--- src/rtl/multicycle_ctrl_seq.sv ---
// multicycle_ctrl_seq: fetch/decode/execute controller for the multi-cycle core (optional stall counter: PERF_STALL_CNT_EN)
module multicycle_ctrl_seq #(
  parameter int DataSize = 32,
  parameter int AddrSize = 5,
  parameter int PcSize   = 10,
  parameter int CntSize  = 64
) (
  input  logic                clock,
  input  logic                reset,
  input  logic                start,
  input  logic [PcSize-1:0]   total_ir,
  input  logic [DataSize-1:0] ir,
  input  logic                im_ready,
  input  logic                dm_ready,
  output logic [PcSize-1:0]   pc,
  output logic                im_req,
  output logic                dm_req,
  output logic                dm_we,
  output logic                reg_read_en,
  output logic                alu_en,
  output logic                reg_write_en,
  output logic                wb_sel,
  output logic [1:0]          imm_sel,
  output logic                alu_src2_sel,
  output logic [5:0]          opcode,
  output logic [AddrSize-1:0] write_address,
  output logic [AddrSize-1:0] read_address1,
  output logic [AddrSize-1:0] read_address2,
  output logic [CntSize-1:0]  ins_cnt,
  output logic [CntSize-1:0]  stall_cnt,
  output logic                done,
  output logic                illegal
);
  typedef enum logic [2:0] {IDLE, FETCH, DECODE, EXEC, MEM, WB, RETIRE, DONE} state_t;
  state_t              state_q, state_d;
  logic [PcSize-1:0]   pc_q, pc_d;
  logic [DataSize-1:0] ir_q, ir_d;
  logic [CntSize-1:0]  ins_cnt_q, ins_cnt_d;
  logic                illegal_q, illegal_d;
  logic [PcSize:0]     pc_nxt;
  logic [4:0]          sub5, imm5;
  logic [7:0]          sub8;
  logic is_alu_r, is_shift, is_addi, is_ori, is_xori, is_movi, is_lwi, is_swi, is_lw, is_sw;
  logic is_nop, is_ld, is_st, legal, launch;
  assign opcode        = ir_q[30:25];
  assign write_address = ir_q[24:20];
  assign read_address1 = ir_q[19:15];
  assign read_address2 = ir_q[14:10];
  assign imm5          = ir_q[9:5];
  assign sub5          = ir_q[4:0];
  assign sub8          = ir_q[7:0];
  assign is_alu_r = opcode == 6'b100000 && (sub5 inside {5'b00000, 5'b00001, 5'b00010, 5'b00011,
                    5'b00100, 5'b01000, 5'b01001, 5'b01011});
  assign is_shift = opcode == 6'b100000 && (sub5 inside {5'b01000, 5'b01001, 5'b01011});
  assign is_nop   = opcode == 6'b100000 && sub5 == 5'b01001 && imm5 == 5'd0;
  assign is_addi  = opcode == 6'b101000;
  assign is_ori   = opcode == 6'b101100;
  assign is_xori  = opcode == 6'b101011;
  assign is_movi  = opcode == 6'b100010;
  assign is_lwi   = opcode == 6'b000010;
  assign is_swi   = opcode == 6'b001010;
  assign is_lw    = opcode == 6'b011100 && sub8 == 8'b00000010;
  assign is_sw    = opcode == 6'b011100 && sub8 == 8'b00001010;
  assign is_ld    = is_lwi | is_lw;
  assign is_st    = is_swi | is_sw;
  assign legal    = is_alu_r | is_addi | is_ori | is_xori | is_movi | is_ld | is_st;
  assign imm_sel      = is_addi ? 2'd1 : (is_ori | is_xori | is_lwi | is_swi) ? 2'd2 : is_movi ? 2'd3 : 2'd0;
  assign alu_src2_sel = is_shift | is_addi | is_ori | is_xori | is_movi | is_lwi | is_swi;
  assign wb_sel       = is_ld;
  assign im_req       = state_q == FETCH;
  assign reg_read_en  = state_q == DECODE;
  assign alu_en       = state_q == EXEC;
  assign dm_req       = state_q == MEM;
  assign dm_we        = dm_req & is_st;
  assign reg_write_en = state_q == WB;
  assign done         = state_q == DONE;
  assign pc           = pc_q;
  assign ins_cnt      = ins_cnt_q;
  assign illegal      = illegal_q;
  assign launch       = start && (state_q == IDLE || state_q == DONE);
  assign pc_nxt       = {1'b0, pc_q} + {{PcSize{1'b0}}, 1'b1};
  // next-state and datapath register updates per controller state
  always_comb begin
    state_d   = state_q;
    pc_d      = pc_q;
    ir_d      = ir_q;
    ins_cnt_d = ins_cnt_q;
    illegal_d = illegal_q;
    case (state_q)
      IDLE, DONE: if (start) begin
        pc_d      = '0;
        ins_cnt_d = '0;
        illegal_d = 1'b0;
        state_d   = total_ir == '0 ? DONE : FETCH;
      end
      FETCH: if (im_ready) begin
        ir_d    = ir;
        state_d = DECODE;
      end
      DECODE: begin
        illegal_d = illegal_q | ~legal;
        state_d   = (!legal || is_nop) ? RETIRE : EXEC;
      end
      EXEC:   state_d = (is_ld || is_st) ? MEM : WB;
      MEM:    if (dm_ready) state_d = is_ld ? WB : RETIRE;
      WB:     state_d = RETIRE;
      RETIRE: begin
        pc_d      = pc_nxt[PcSize-1:0];
        ins_cnt_d = ins_cnt_q + {{(CntSize-1){1'b0}}, ~&ins_cnt_q};
        state_d   = pc_nxt >= {1'b0, total_ir} ? DONE : FETCH;
      end
      default: state_d = IDLE;
    endcase
  end
  // state and datapath registers
  always_ff @(posedge clock) begin
    if (reset) begin
      state_q   <= IDLE;
      pc_q      <= '0;
      ir_q      <= '0;
      ins_cnt_q <= '0;
      illegal_q <= 1'b0;
    end else begin
      state_q   <= state_d;
      pc_q      <= pc_d;
      ir_q      <= ir_d;
      ins_cnt_q <= ins_cnt_d;
      illegal_q <= illegal_d;
    end
  end
`ifdef PERF_STALL_CNT_EN
  logic [CntSize-1:0] stall_cnt_q, stall_cnt_d;
  logic               stalled;
  assign stalled   = (im_req & ~im_ready) | (dm_req & ~dm_ready);
  assign stall_cnt = stall_cnt_q;
  // saturating count of handshake wait cycles, cleared when a run launches
  always_comb begin
    stall_cnt_d = stall_cnt_q;
    if (launch) stall_cnt_d = '0;
    else if (stalled && !(&stall_cnt_q)) stall_cnt_d = stall_cnt_q + {{(CntSize-1){1'b0}}, 1'b1};
  end
  // stall counter register
  always_ff @(posedge clock) begin
    if (reset) stall_cnt_q <= '0;
    else stall_cnt_q <= stall_cnt_d;
  end
`else
  logic unused_launch;
  assign unused_launch = launch;
  assign stall_cnt     = '0;
`endif
endmodule

--- config.mk ---
export PLATFORM = sky130hd
export DESIGN_NAME = multicycle_ctrl_seq
export DESIGN_NICKNAME = d
export VERILOG_FILES = /design/src/rtl/multicycle_ctrl_seq.sv
export SDC_FILE = /design/constraint.sdc
export NUM_CORES = 1
export LEC_CHECK = 0
export ABC_AREA = 1
export CORE_MARGIN = 4
export CORE_UTILIZATION = 30
export CTS_BUF_LIST = sky130_fd_sc_hd__clkbuf_8 sky130_fd_sc_hd__clkbuf_16
export CTS_CLUSTER_DIAMETER = 150
export DETAILED_ROUTE_END_ITERATION = 8
export GPL_TIMING_DRIVEN = 0
export PLACE_DENSITY = 0.67
export SLEW_MARGIN = 5
export SYNTH_ARGS = -nofsm -noshare
export SYNTH_HDL_FRONTEND = slang
export SYNTH_SLANG_ARGS = --single-unit
--- constraint.sdc ---
create_clock -name clock -period 2.7 [get_ports clock]
set_input_delay 0.54 -clock clock [delete_from_list [all_inputs] [get_ports clock]]
set_output_delay 0.54 -clock clock [all_outputs]
set_load 0.02 [all_outputs]
* After elaboration in Yosys (flattened, before gate mapping)
Index checks and enable logic that the tools add are counted.
** Storage, ports and cells
- Register bits :: 109
- Bits of input ports :: 47
- Output and inout port bits :: 171
- Logic and storage cells :: 97
** Cells by class
- Add/subtract/negate cells :: 2
- Magnitude comparators :: 1
- Eq/ne operators :: 27
- Muxes and demuxes :: 18
- Bitwise operators :: 20
- Reductions and logical operators :: 24
** Operators with widths (count)
- $pmux 64 s2 :: 1
- $add 64x1->64 :: 1
- $mux 64 :: 1
- $reduce_and 64->1 :: 1
- $eq 6x6->1 const B :: 5
- $pmux 3 s7 :: 1
- $pmux 10 s2 :: 1
- $mux 3 :: 6
- $or 1x1->1 :: 18
- $eq 5x4->1 const B :: 3
- $eq 3x3->1 const B :: 4
- $add 10x1->11 const B :: 1
- $ge 11x10->1 :: 1
- $eq 5x2->1 const B :: 2
- $logic_not 10->1 :: 1
- $logic_not 5->1 :: 2
- $mux 10 :: 1
- $eq 8x2->1 const B :: 1
- $eq 8x4->1 const B :: 1
- $mux 2 :: 4
- $reduce_bool 8->1 :: 1
- $eq 3x2->1 const B :: 2
- $eq 6x2->1 const B :: 1
- $eq 6x4->1 const B :: 1
- other kinds (18) :: 31

* Longest topological paths before layout
Gate-level depths: netlist of the first run.
- Depth after elaboration :: 13
- Gate-level depth with buffers :: 19

* Worst setup path before layout of the first run
No wires, ideal clock.
- Path type :: flip-flop to flip-flop
- From :: register ins_cnt_q[17] (netlist: ins_cnt[17])
- To :: register ins_cnt_q[10] (netlist: ins_cnt[10])
- Library setup time :: 0.132 ns
- Data arrival time :: 2.446 ns
- Required time :: 2.568 ns
- Path slack :: 0.122 ns
- Stages on the path, launching flop included :: 15
- Period minus slack after synthesis :: 2.578 ns
- Path through :: dfxtp_1 > nand2_1 > nor3_2 > inv_1 > nor4_1 > nand4_1 > ha_1 > ha_1 > inv_2 > nor2_4 > nand2_2 > nor2_1 > or2_2 > o211ai_1 > a21oi_1
** Between the ends
- Cells in the longest elaborated chain, start to end :: 4
** Ends and longest elaborated chain
- from (decl) :: line 38 : logic [CntSize-1:0] ins_cnt_q, ins_cnt_d;
- from (signal assigned) :: line 127 : ins_cnt_q <= ins_cnt_d;
- $reduce_and 64->1 :: line 109 : ins_cnt_d = ins_cnt_q + {{(CntSize-1){1'b0}}, ~&ins_cnt_q};
- $logic_not 1->1 :: line 109
- $add 64x1->64 :: line 109
- $pmux 64 s2 :: line 89 : case (state_q)
Every way passes these cells.
A chain may end at the register's enable or synchronous reset.

* Final worst setup path of the first run
- From :: register ins_cnt_q[43] (netlist: ins_cnt[43])
- To :: register ins_cnt_q[37] (netlist: ins_cnt[37])
The elaborated chain is that of the path after synthesis.

==> results of run 1 <==
-- registers in the layout, indices dropped and copies added, names as in the netlist --
name	cells
pc	10
ir_q	31
state_q	3
illegal	1
ins_cnt	64
-- metrics by stage --
stage	setup TNS [ns]	std cells
floorplan	0	1253
global route	-0.196	1794
finish	0	1794
global placement	-14.32	1728
detailed placement	-10.26	1728
CTS	-0.00629	1772
-- power groups by stage --
stage	sequential (uW)	combinational [uW]	clock [uW]
after global routing	1850	1970	1480
final	1830	1790	1380
after detailed placement	1880	1780	0
after global placement	1880	1780	0
after floorplan	1870	1170	0
after CTS	1840	1790	1420
-- layer usage --
metal	global-route usage	wire length [um]	vias up
met2	0.322	12600	325
met4	0.0521	597	0
met1	0.252	11900	3718
met5	0	0	-
met3	0.0653	2590	34
li1	-	-	4277
-- worst min-delay path, delay by kind of cell (launching register included) --
kind / cells / cell delay [ns]
DFF: 1 / 0.30
AOI/OAI and AO/OA: 1 / 0.06
buffers and inverters: 1 / 0.06
-- cells by family after synthesis --
logic type	count (synthesis)	synth area share
AO/OA/AOI/OAI	160	0.118
XOR/XNOR	7	0.00825
AND/OR/NAND/NOR	652	0.387
flip-flops	109	0.294
buffers and inverters	248	0.171
other	1	0.000505
adder cells (fa/ha/maj)	13	0.0219
-- area by class of cell --
| cell class | instances | share of cell area |
|---|---|---|
| clock inverter | 6 | 0.00626 |
| timing repair buffer | 201 | 0.180 |
| tap | 324 | 0.0382 |
| sequential | 109 | 0.213 |
| buffer | 117 | 0.0733 |
| clock buffer | 10 | 0.0225 |
| inverter | 131 | 0.0473 |
| multi-input combinational | 896 | 0.419 |
-- final timing paths --
kind                                   from           to  slack, ns  cells past startpoint
worst max-delay path            ins_cnt[43]  ins_cnt[37]       0.04                     14
worst min-delay path                ir_q[9]      ir_q[9]       0.47                      2
worst max register to register  ins_cnt[43]  ins_cnt[37]       0.04                     14
worst min register to register      ir_q[9]      ir_q[9]       0.47                      2
-- synthesized netlist by cell type (all sizes together) (2+ instances only) --
| cell type | n |
|---|---|
| a21oi | 82 |
| nor3 | 36 |
| o21a | 2 |
| nor4 | 3 |
| a31o | 2 |
| dfxtp | 109 |
| ha | 13 |
| a221oi | 3 |
| nand2 | 292 |
| xor2 | 6 |
| nor3b | 3 |
| o21ai | 51 |
| nand3 | 89 |
| a211oi | 7 |
| nor2 | 185 |
| clkbuf | 20 |
| inv | 130 |
| a31oi | 3 |
| o21bai | 6 |
| or2 | 5 |
| buf | 97 |
| nand4 | 36 |
-- repair_timing --
action | 4_1_cts | 5_1_grt
gates resized for setup | 52 | 65
endpoints found under the setup margin | 49 | 46
buffers inserted | 28 | 23
pin swaps | 5 | 16
-- cell usage in the layout (no fill, tap or decap), types with 3 or more instances in the layout --
cell               n
nand2_1          273
nand2_4            3
dfxtp_2           19
o21ai_1            3
clkbuf_1          20
buf_4            134
inv_2             12
buf_2              9
o21ai_0           48
o21bai_1           6
nor3_2             7
nor2_1           161
nor3_4             4
clkdlybuf4s50_1  148
inv_1            115
conb_1            64
a31oi_1            3
inv_6              4
or2_2              4
dlymetal6s2s_1     3
xor2_1             6
a221oi_1           3
nand4_1           35
nand2_2           16
nor2_2            10
nand3_1           86
clkbuf_16          9
dfxtp_1           75
nor3_1            25
nor3b_1            3
a21oi_1           81
a211oi_1           7
ha_1              11
nor2_4            14
dfxtp_4           15
==> impl_metrics.ini, run 1 <==
[clocking]
hold_buffers = 0
clk_latency_ns = 0.37
htree_levels = 3
root_buffer = clkbuf_16
clock_sinks = 109
numCtsBuffers = 9
clockBufferDepth = 2
cts_tree = done
cts.clk_slew.worst_paths_ns = 0.09

[die]
ioPinCount = 218
core_area_um2 = 24300
die_h_um = 165
row_count = 57
dieArea_um2 = 27300
start_util = 0.305
die_w_um = 165

[layout]
multi_input_area_um2 = 4440
fillCellCount = 2538
fin_area_um2 = 10600
area_growth_pct = 42.7
layout-drive-gt1-share = 0.190
seq_area_um2 = 2260
fin_util = 0.436
n_antenna_cell = 0
nNetsFinal = 1525

[setup_path]
cpMostUsedCell = nand4_1
crit_path_start_kind = register
crit_type = register to register
slowest_delay_ns = 0.37
path_cells = nand2_1 > nor2_4 > nand2_2 > nor4_4 > nand4_1 > ha_2 > buf_4 > nand3_4 > nor3_4 > nand4_1 > nor2_1 > nand3_1 > o21ai_1 > a21oi_1
worstPathArrival_ns = 2.93
cpMaxStageDelayCell = dfxtp_4
crit_required_ns = 2.96
cp_num_buf_inv = 1
end_kind = register
cp_max_fo = 4
cp_top_family = simple AND/OR/NAND/NOR gates

[sta]
period_minus_slack_ns = 2.66
fin_hold_ws_ns = 0.467
rsz0062_at_grt = yes
worst_slack_ns = 0.0358
report.final.slew_viol_count = 0
worstMarginPinSlew_ns = 0.864
fin_skew_ns = 0.0108
fmax_ghz = 0.375
timing.slew.headroom = 0.424
finalHoldViolations = 0
setup_viol_count_final = 0
fin_crit_sh = 0.987

[drt]
drt_first_pass_iters = 5
routed_via_density = 4.66
wire_per_inst_um = 15.4
drc = 0
ant_nets = 0
wirelength_mm = 27.7
drtIter0Drc = 703
vias = 8354

[logic_synthesis]
ys_seq_area_frac = 0.294
ys_ff_latch = 109
syn_area_per_cell_um2 = 6.24
yosysUniqueCellTypes = 46
synth_area_leader_cell = dfxtp_1
ys_warn_count = 0
syn_inst = 1190
syn_area_um2 = 7430
synth_edf_count = 0
async_flop_share = 0
ys.flop_type = dfxtp_1
yosys-top-cells-area = dfxtp_1 29%, nand2_1 15%, nor2_1 8.8%
netlist.area_leader.share = 0.294

[placement]
place_congestion = 0.973
place_hpwl_mm = 22.0
port_buffers = 151
place_area_um2 = 9580
place_ws_ns = -0.533

[power_and_ir_drop]
switching_share = 0.383
leakage_uw = 0.00442
p_switching_uw = 1910
clockPowerShare = 0.276
internal-power_uw = 3080
powerDensity_nw_per_um2 = 471
vdd_drop_max_mv = 0.404
power.total_uw = 5000
combinationalPowerShare = 0.357
p_seq_frac = 0.366

[grt]
grt_pass1_wl_mm = 42.1
grt_util_all_layers = 0.198
grt_max_degree = 21
antenna_found_initial = 0
grt_pass1_vias = 7740
grt-ovfl-total = 0

[worst_hold_path]
min_path_type = register to register

[run_status]
status = finished, final reports clean

[run]
cap_violations = 0
Power figures use the tool's default switching activity.
==> inputs of run 2 (changes only) <==
Settings changed: ABC_AREA 1 to not set, PLACE_DENSITY 0.67 to 0.68.
==> impl_metrics.ini, run 2 <==
[power_and_ir_drop]
internal-power_uw = 2880
p_seq_frac = 0.381
clockPowerShare = 0.287
switching_share = 0.366
leakage_uw = 0.00393
p_switching_uw = 1660
powerDensity_nw_per_um2 = 452
vdd_drop_max_mv = 0.310
combinationalPowerShare = 0.332

[setup_path]
reg2reg_slack_ns = -0.08
crit_required_ns = 2.95
worstRegToRegCells = 11
r2r_end = ins_cnt[44]
crit_end = ins_cnt[44]
startpoint = ins_cnt[45]
end_kind = register
r2r-start = ins_cnt[45]
cp_max_fo = 5
worstPathArrival_ns = 3.03
crit_type = register to register
crit_path_start_kind = register

[clocking]
cts_tree = done
cts.clk_slew.worst_paths_ns = 0.07
hold_buffers = 0
root_buffer = clkbuf_16
clk_latency_ns = 0.37
numCtsBuffers = 9
clockBufferDepth = 2
clock_sinks = 109
htree_levels = 3

[sta]
fmax_ghz = 0.359
rsz0062_at_grt = yes
fin_skew_ns = 0.0169
timing.slew.headroom = 0.485
fin_crit_sh = 1.03
finalHoldViolations = 0
worstMarginPinSlew_ns = 0.772
setup-tns-final_ns = -0.605
report.final.slew_viol_count = 0
setup_viol_count_final = 21
period_minus_slack_ns = 2.78
worst_slack_ns = -0.0826

[logic_synthesis]
netlist.area_leader.share = 0.331
yosys-top-cells-area = dfxtp_1 33%, buf_4 9.9%, nand2_1 6.2%
syn_area_per_cell_um2 = 7.91
yosysUniqueCellTypes = 66
syn_inst = 833
netlist_top_cells_count = 109 x dfxtp_1, 109 x nand2_1, 87 x buf_4
ys.flop_type = dfxtp_1
synth_area_leader_cell = dfxtp_1
async_flop_share = 0
synth_edf_count = 0
ys_ff_latch = 109
syn_area_um2 = 6590
ys_seq_area_frac = 0.331
ys_warn_count = 0

[grt]
antenna_found_initial = 0
grt_pass1_wl_mm = 33.8
grt-ovfl-total = 0
grt_max_degree = 19
grt_util_all_layers = 0.171
grt_pass1_vias = 6347

[drt]
drt_first_pass_iters = 5
ant_nets = 0
drc = 0
routed_via_density = 5.07
drtIter0Drc = 585
wire_per_inst_um = 16.2
vias = 7083
wirelength_mm = 22.6

[layout]
fin_area_um2 = 10100
area_growth_pct = 52.8
final_common_cell = clkdlybuf4s50_1
final_cell_mix = 147 x clkdlybuf4s50_1, 138 x buf_4, 106 x nand2_1
layout-drive-gt1-share = 0.291
nNetsFinal = 1176
n_antenna_cell = 0
largest_reg_flops = 64

[run_status]
status = finished, violations left
violations = negative setup slack

[placement]
port_buffers = 152
place_hpwl_mm = 16.0
place_area_um2 = 8860
place_congestion = 0.810

[worst_hold_path]
min_path_type = register to register

[die]
row_count = 53
start_util = 0.309
ioPinCount = 218
die_h_um = 156
dieArea_um2 = 24400
core_area_um2 = 21300
die_w_um = 156

[run]
cap_violations = 0
[run 2: cell count changes after synthesis, sizes merged, moves of 11 or more]
cell | previous run | this run
mux2 | 0 | 19
clkbuf | 20 | 40
o2111ai | 0 | 16
nor2 | 185 | 64
nor3 | 36 | 10
o41ai | 0 | 15
nand3 | 89 | 45
or4 | 0 | 11
and3 | 1 | 21
nand2 | 292 | 109
o21ai | 51 | 14
inv | 130 | 24
[run 2: metrics by stage]
step / total power (uW) / setup slack [ns] / instances / hold WS [ns] / util
detailed placement: 3180 / -0.368 / 1323 / 0.450 / 0.416
global placement: 3160 / -0.347 / 1323 / 0.442 / 0.416
floorplan: 2690 / -0.0509 / 896 / 0.436 / -
global route: 4770 / -0.211 / 1396 / 0.476 / 0.473
finish: 4550 / -0.0826 / 1396 / 0.458 / 0.473
CTS: 4510 / -0.0646 / 1370 / 0.460 / 0.447
[run 2: repair_timing]
action                     CTS  global route
gates resized for setup     59            94
buffers inserted            30            26
cloned                       2             1
pin swaps                   12            43
setup endpoints to repair   65            68
[run 2: cell families after synthesis]
logic type,Yosys count,synth area share
buffers and inverters,157,0.142
other,1,0.000569
XOR/XNOR,9,0.0120
multiplexers,20,0.0340
AND/OR/NAND/NOR,353,0.284
flip-flops,109,0.331
AO/OA/AOI/OAI,171,0.172
adder cells (fa/ha/maj),13,0.0247
[run 2: worst min path at each step]
stage | slack, ns | start | cells after the start | to
2_1_floorplan | 0.44 | ir_q[7] | 2 | ir_q[7]
3_3_place_gp | 0.44 | ir_q[21] | 2 | ir_q[21]
3_5_place_dp | 0.45 | ir_q[18] | 2 | ir_q[18]
4_1_cts | 0.46 | ir_q[18] | 2 | ir_q[18]
5_1_grt | 0.48 | ir_q[22] | 2 | ir_q[22]
6_report | 0.46 | ir_q[20] | 2 | ir_q[20]
[run 2: critical path, stage by stage, from the launching register on]
cell and delay, ns:
dfxtp_2 0.41, nand4_1 0.27, nor4_4 0.25, nand3_2 0.13
or4_4 0.44, ha_4 0.19, ha_4 0.16, nand3_4 0.12
nor4_4 0.06, and2_4 0.20, nand4_1 0.12, mux2_4 0.30
[run 2: power by group through the flow]
stage          combinational [uW]  sequential [uW]  clock (uW)
5_1_grt                      1630             1740        1390
3_3_place_gp                 1390             1780           0
6_report                     1510             1730        1300
4_1_cts                      1440             1740        1340
3_5_place_dp                 1400             1780           0
2_1_floorplan                 917             1770           0
[run 2: metal layers]
layer / vias up / GRT usage / part of all wire
li1: 3467 / - / -
met1: 3291 / 0.219 / 0.42
met2: 284 / 0.280 / 0.46
met3: 41 / 0.0583 / 0.092
met4: 0 / 0.0388 / 0.020
met5: - / 0 / 0
[run 2: cell type report]
cell class | count | area (um^2)
clock inverter | 7 | 52.6
inverter | 24 | 90.1
tap | 275 | 344
timing repair buffer | 209 | 1970
multi-input combinational | 631 | 4210
buffer | 132 | 902
sequential | 109 | 2270
clock buffer | 9 | 225
fill | 2032 | 11200
==> inputs of run 3 (changes only) <==
Settings changed: CELL_PAD_IN_SITES_DETAIL_PLACEMENT set to 1, CELL_PAD_IN_SITES_GLOBAL_PLACEMENT set to 1, PLACE_DENSITY 0.68 to 0.86.
==> impl_metrics.ini, run 3 (same netlist as run 2, synthesis figures left out) <==
[setup_path]
crit_type = register to register
end_kind = register
crit_required_ns = 3.00
crit_path_start_kind = register
worstPathArrival_ns = 3.12
cp_max_fo = 8

[sta]
fin_crit_sh = 1.04
report.final.slew_viol_count = 0
finalHoldViolations = 0
rsz0062_at_grt = yes
period_minus_slack_ns = 2.82
fmax_ghz = 0.355
worst_slack_ns = -0.118
timing.slew.headroom = 0.428
fin_skew_ns = 0.0108
setup_viol_count_final = 34
worstMarginPinSlew_ns = 0.858
fin_hold_ws_ns = 0.458

[layout]
area_growth_pct = 58.7
fin_util = 0.491
n_antenna_cell = 0
largest_reg_flops = 64
layout-drive-gt1-share = 0.324
fin_area_um2 = 10500
final_cell_mix = 147 x clkdlybuf4s50_1, 133 x buf_4, 106 x nand2_1
final_common_cell = clkdlybuf4s50_1
nNetsFinal = 1178

[die]
start_util = 0.309
die_h_um = 156
ioPinCount = 218
dieArea_um2 = 24400
core_area_um2 = 21300
row_count = 53
die_w_um = 156

[drt]
ant_nets = 0
vias = 7536
drtIter0Drc = 542
wire_per_inst_um = 20.5
wirelength_mm = 28.7
drc = 0
drt_first_pass_iters = 5
routed_via_density = 5.39

[placement]
port_buffers = 152
place_hpwl_mm = 17.9
place_congestion = 0.838
place_area_um2 = 8860

[clocking]
clock_sinks = 109
numCtsBuffers = 9
clk_latency_ns = 0.38
clockBufferDepth = 2
hold_buffers = 0
cts_tree = done
root_buffer = clkbuf_16
htree_levels = 3
cts.clk_slew.worst_paths_ns = 0.08

[power_and_ir_drop]
powerDensity_nw_per_um2 = 463
power.total_uw = 4840
vdd_drop_max_mv = 0.311
leakage_uw = 0.00408

[grt]
grt_util_all_layers = 0.201
grt_max_degree = 19
grt_pass1_wl_mm = 39.5
grt-ovfl-total = 0
grt_pass1_vias = 7303
antenna_found_initial = 0

[run]
cap_violations = 0

[run_status]
status = finished, violations left
violations = negative setup slack

[worst_hold_path]
min_path_type = register to register
==> run 3: worst paths after layout <==
kind               start           to  slack [ns]  cells after the start
min             ir_q[24]     ir_q[24]        0.46                      2
max          ins_cnt[13]  ins_cnt[40]       -0.12                     12
min reg2reg     ir_q[24]     ir_q[24]        0.46                      2
max reg2reg  ins_cnt[13]  ins_cnt[40]       -0.12                     12
==> run 3: stage by stage <==
| stage | instances | TNS (ns) | worst slack [ns] |
|---|---|---|---|
| finish | 1398 | -1.64 | -0.118 |
| global route | 1398 | -6.74 | -0.231 |
| CTS | 1369 | -0.0655 | -0.0266 |
| detailed placement | 1323 | -19.51 | -0.532 |
| global placement | 1323 | -15.54 | -0.423 |
| floorplan | 896 | -0.123 | -0.0509 |
==> run 3: worst max-delay path, cell delays in order (launching register included) <==
cell	delay, ns
dfxtp_4	0.36
and4_4	0.21
and3_4	0.20
nand3_4	0.08
or4_4	0.13
ha_4	0.15
ha_4	0.15
nand3_4	0.12
nor2_4	0.32
nand4_4	0.20
buf_12	0.20
or4_1	0.47
a21oi_1	0.14
==> run 3: timing repair <==
item | 4_1_cts | 5_1_grt
pin swaps | 18 | 44
resized for setup | 73 | 143
endpoints found under the setup margin | 67 | 69
cloned | 1 | 3
setup buffers | 29 | 28
==> run 3: area by class of cell <==
type	count	area (um^2)
flip-flops and latches	109	2290
plain buffers	131	892
repair buffers	212	2040
well taps	275	344
fillers	2481	10800
inverters	24	90.1
clock buffers	10	239
clock inverters	6	92.6
multi-input cells	631	4470
==> run 3: routing by layer <==
metal  vias to the layer above  GRT usage  wire length (um)  part of all wire
met3                        75     0.0449              1850             0.064
li1                       3452          -                 -                 -
met2                       316      0.340             14300              0.50
met5                         -          0                 0                 0
met1                      3693      0.251             11600              0.40
met4                         0     0.0748               952             0.033
==> run 3: power breakdown <==
part,switching [uW],internal [uW]
clock,678,846
sequential,67.7,1670
combinational,996,580
total,1740,3100
